[src/rtl/fetch_sequencer.sv]
// Fetch sequencer: steps each instruction through FETCH -> LOADIR -> ISSUE -> EXEC,
// and drives the PC's loadpc/msel. Optional macro FETCH_HALT_EN adds a HALT opcode (3'b111).
module fetch_sequencer #(
  parameter int DATA_W  = 16,
  parameter int MEM_LAT = 1,
  parameter int CNT_W   = 16
) (
  input  logic              clk,
  input  logic              reset,
  input  logic [DATA_W-1:0] mdata,
  output logic              mread,
  output logic              loadpc,
  output logic              msel,
  output logic [DATA_W-1:0] instr,
  output logic              instr_valid,
  input  logic              instr_accept,
  input  logic              exec_mem_req,
  input  logic              exec_done,
  output logic              halted,
  output logic [CNT_W-1:0]  retired
);

  // Handshake: the instruction transfers on a rising edge where instr_valid and
  // instr_accept are both high; instr_valid stays high and instr stays stable until then.

  typedef enum logic [2:0] {
    RST    = 3'd0,
    FETCH  = 3'd1,
    LOADIR = 3'd2,
    ISSUE  = 3'd3,
    EXEC   = 3'd4
`ifdef FETCH_HALT_EN
    , HALT = 3'd5
`endif
  } state_t;

  localparam logic [2:0] LAT_LAST = 3'(MEM_LAT - 1);

  // state is left as a named signal so checkers can bind to it hierarchically
  state_t     state;
  state_t     state_next;
  logic [2:0] wait_cnt;

  always_ff @(posedge clk) begin
    if (reset) begin
      state    <= RST;
      wait_cnt <= 3'd0;
      instr    <= '0;
      retired  <= '0;
    end else begin
      state <= state_next;
      if (state == FETCH && wait_cnt != LAT_LAST)
        wait_cnt <= wait_cnt + 3'd1;
      else
        wait_cnt <= 3'd0;
      if (state == LOADIR)
        instr <= mdata;
      if (state == EXEC && exec_done)
        retired <= retired + 1'b1;
    end
  end

  always_comb begin
    state_next  = state;
    mread       = 1'b0;
    loadpc      = 1'b0;
    msel        = 1'b0;
    instr_valid = 1'b0;
    halted      = 1'b0;
    case (state)
      RST: state_next = FETCH;
      FETCH: begin
        mread = 1'b1;
        if (wait_cnt == LAT_LAST)
          state_next = LOADIR;
      end
      LOADIR: begin
        mread  = 1'b1;
        loadpc = 1'b1;
`ifdef FETCH_HALT_EN
        state_next = (mdata[15:13] == 3'b111) ? HALT : ISSUE;
`else
        state_next = ISSUE;
`endif
      end
      ISSUE: begin
        instr_valid = 1'b1;
        if (instr_accept)
          state_next = EXEC;
      end
      EXEC: begin
        // execute stage borrows the RAM port in the same cycle it asks
        msel  = exec_mem_req;
        mread = exec_mem_req;
        if (exec_done)
          state_next = FETCH;
      end
`ifdef FETCH_HALT_EN
      HALT: halted = 1'b1;
`endif
      default: state_next = RST;
    endcase
  end

endmodule

[config.mk]
export PLATFORM = sky130hd
export DESIGN_NAME = fetch_sequencer
export DESIGN_NICKNAME = d
export VERILOG_FILES = /design/src/rtl/fetch_sequencer.sv
export SDC_FILE = /design/constraint.sdc
export NUM_CORES = 1
export LEC_CHECK = 0
export BUFFER_PORTS_ARGS = -buffer_cell sky130_fd_sc_hd__buf_2
export CORE_MARGIN = 10
export CORE_UTILIZATION = 44
export CTS_CLUSTER_DIAMETER = 80
export DETAILED_ROUTE_END_ITERATION = 8
export GPL_ROUTABILITY_DRIVEN = 0
export PLACE_DENSITY = 0.75
export SYNTH_ARGS = -nofsm -noshare
export SYNTH_HDL_FRONTEND = slang
export SYNTH_SLANG_ARGS = --single-unit
[constraint.sdc]
create_clock -name clk -period 1.78 [get_ports clk]
set_clock_uncertainty 0.05 [all_clocks]
set_input_delay 0.178 -clock clk [delete_from_list [all_inputs] [get_ports clk]]
set_output_delay 0.178 -clock clk [all_outputs]
set_load 0.02 [all_outputs]
# Word level (Yosys, flattened, before mapping)
# Index checks and enable logic that the tools add are counted.
word_totals:
  reg_bits: 38
  word_cells: 30
  output_inout_bits: 37
op_classes:
  reduce_logical: 8
  n_addsub: 2
  bitwise: 1
  n_eq_ne: 7
  n_mux: 8
op_table:
  columns: ["cell", "count"]
  rows:
  - ["16-bit by 1-bit adder with 16-bit output (second input constant)", 1]
  - ["3-bit one-hot mux with 5 select lines", 1]
  - ["3-bit 2-to-1 mux", 3]
  - ["3-bit by 2-bit equality test with 1-bit output (second input constant)", 2]
  - ["3-bit zero test", 2]
  - ["2-bit != test (second input constant)", 2]
  - ["2-bit OR reduction", 2]
  - ["3-bit by 1-bit adder with 3-bit output (second input constant)", 1]
  - ["3-bit by 1-bit equality test with 1-bit output (second input constant)", 1]
  - ["3-bit equality test (second input constant)", 1]
  - ["1-bit 2-to-1 mux", 3]
  - ["3-bit AND reduction", 1]
  - ["3-bit nonzero test", 1]
  - ["1-bit logical AND", 2]
  - ["2-bit by 1-bit != test with 1-bit output (second input constant)", 1]
  - ["1-bit one-hot mux with 2 select lines", 1]
  - ["1-bit NOT", 1]

# Longest topological paths before layout
logic_depth:
  word_depth: 4
  depth_mapped: 8
  depth_no_buf: 6

# Worst setup path before layout
# Ideal clock, no wire load.
synth_timing:
  path_type: "register to register"
  from: "register retired[7]"
  to: "register retired[14]"
  setup_time_ns: 0.070
  path_buffers: 0
  arrival_time_ns: 1.709
  slack_ns: -0.049
  path_stages_with_launch: 5
  cell_sequence: "dfxtp_1 -> nand4_2 -> or4_4 -> or4_1 -> a21oi_1"
synth_via:
  elab_chain_len: 1
synth_lines:
  columns: ["element", "line_no", "source"]
  rows:
  - ["start: declaration", "20", "output logic [CNT_W-1:0] retired"]
  - ["start signal: assignment", "59", "retired <= retired + 1'b1;"]
  - ["16-bit by 1-bit adder with 16-bit output", "59", null]
# No other way between the ends.
# A chain may end at the register's enable or synchronous reset.

# Worst setup path in the final report
# Same ends and word-level chain as after synthesis.

==> impl_metrics.toml <==
[outcome]
status = "completed"

[global_route]
grt_usage = 0.129
grt_max_degree = 21
grt_overflow = 0
antenna_found_initial = 0
grt_pass1_vias = 1541
grt_pass1_wl_um = 6840

[die]
ioPinCount = 58
dieHeight_um = 81.2
core_um2 = 3630
start_util = 0.453
num_rows = 22
dieArea_um2 = 6590
fp.dieW_um = 81.2

[power]
vdd_drop_max_uv = 536
p_leak_uw = 0.000920
p_total_uw = 1700
p_per_area_nw_per_um2 = 795

[hold_path]
hp-class = "input pin to register"

[synth]
netlist_area_um2 = 1650
synthMuxAreaShare = 0.0137
synth_compound_area_frac = 0.109
synth_simple_gate_area_frac = 0.278
ys_seq_elements = 38
async_reset_ff_frac = 0
syn_nets = 227
yosys.cell_types.count = 38
synth_enable_flop_cells = 0
synth_top_family_by_area = "simple AND/OR/NAND/NOR gates"
yosys.area_share.adder = 0.0228
synthCells = 203
synthXorXnorAreaFrac = 0.0585
syn_area_per_cell_um2 = 8.11
synth_seq_area_share = 0.462
synth-warning-count = 0
synth_ff_type = "dfxtp_1"

[worst_setup_path]
path_class = "register to register"
worstPathCellList = "nand4_2 -> or4_4 -> or4_1 -> a21oi_1"
critical-path-top-delay-family = "simple AND/OR/NAND/NOR gates"
path_buf_inv = 0
arrival_ps = 1890
max_stage_delay_ps = 550
required_ps = 1950
crit_path_top_delay_cell = "or4_4"
critPathLaunchType = "register"
critPathCaptureType = "register"
crit_fanout = 5

[clock_tree]
clkSlewWorstSetupHoldPaths_ps = 80
clock_latency_ps = 280
clock-root-buffer = "clkbuf_8"
cts_buffers = 5
clkSinkCount = 38
cts_tree = "yes"
htree_levels = 2
clockBufferDepth = 2

[timing]
finalWorstSetupSlack_ps = 54.5
timing.fmax_mhz = 580
rsz0062_at_grt = "no"
drv_slew = 0
final-setup-viol-count = 0
period_minus_slack_ps = 1730
fin_crit_sh = 0.969
finalHoldViolations = 0
fin_tns_setup_ps = 0

[drt]
num_vias = 1579
firstDrtPassIters = 4
ant_nets = 0
wl_per_cell_um = 13.1
routed_wl_um = 4130
drt_iter0_drc = 117
drc = 0
vias_per_cell = 5.01

[place]
pre_cts_ws_ps = 49.3
post-dp-hpwl_um = 3180
numPlacedInstances = 307
io_buffer_count = 56

[layout]
final_nets = 290
final_common_cell = "buf_2"
drive_above_1_share = 0.326
area_delta_synth_final_pct = 29.6
antennaDiodeCount = 0
fin_cells = 315
final_cell_mix = "buf_2, nand2_1, dfxtp_1, a21oi_1, nor2_1"

[run]
cap_violations = 0
==> what timing repair did <==
action / 4_1_cts / 5_1_grt
gates cloned: 0 / 0
setup endpoints to repair: 1 / 5
buffers inserted: 0 / 0
hold buffers: 0 / 0
gates resized for setup: 1 / 4
==> worst register-to-register path: cells and delay by family (launching register included) <==
| family | cells | cell delay [ps] |
|---|---|---|
| DFF | 1 | 380 |
| and+or+nand+nor | 3 | 1090 |
| AOI/OAI and AO/OA | 1 | 140 |
==> cell type report <==
type	count	area (µm²)
Clock buffer	7	86.3
Clock inverter	1	5.00
Fill cell	363	1500
Inverter	8	32.5
Multi-Input combinational cell	144	805
Sequential cell	38	768
Tap cell	48	60.1
Timing Repair Buffer	69	378
==> synth_stat cells (4+ instances only) <==
library cell / number / share of area
nand2_1: 39 / 0.089
xnor2_1: 9 / 0.048
nor2_1: 20 / 0.046
clkbuf_1: 8 / 0.018
nor3_1: 6 / 0.018
nor4_1: 5 / 0.019
nand3_1: 7 / 0.021
buf_2: 4 / 0.012
inv_1: 7 / 0.016
a21oi_1: 22 / 0.067
dfxtp_1: 38 / 0.46
==> metal layers <==
metal	share of wire	global-route usage	up-vias	wire [µm]
met2	0.49	0.217	44	2030
met3	0.092	0.0541	4	380
met5	0	0	-	0
met4	0.0061	0.0415	0	25
met1	0.41	0.144	727	1700
li1	-	-	804	-
==> cell families after synthesis <==
logic type | after synthesis
fa+ha+maj | 3
flops | 38
mux | 2
compound gates | 32
other cells | 1
xor+xnor | 11
buf+inv | 21
simple gates | 95
==> per-stage QoR <==
step | area, µm² | util | hold slack [ps]
floorplan | 1650 | - | 264
detailed placement | 2030 | 0.559 | 374
CTS | 2120 | 0.585 | 69.3
global route | 2130 | 0.587 | 72.3
global placement | 2030 | 0.559 | 368
finish | 2130 | 0.587 | 78.6
==> registers in the layout, summed over array words and instances, names as in the netlist <==
signal and flops:
state 3, retired 16, instr 16, wait_cnt 3
==> final timing paths <==
path | cells past startpoint | from | slack (ps) | endpoint
setup / recovery | 4 | retired[7] | 50 | retired[14]
hold / removal | 3 | mdata[1] | 80 | instr[1]
setup reg to reg | 4 | retired[7] | 50 | retired[14]
hold reg to reg | 1 | wait_cnt[0] | 400 | wait_cnt[0]
==> where the power goes <==
group          total [µW]  internal, µW  leakage (µW)  switching [µW]
Combinational         210          79.7      0.000562             131
Sequential            886           874      0.000310            12.3
Clock                 601           312     0.0000482             288
Total                1700          1270      0.000920             431
Power figures use the tool's default switching activity.
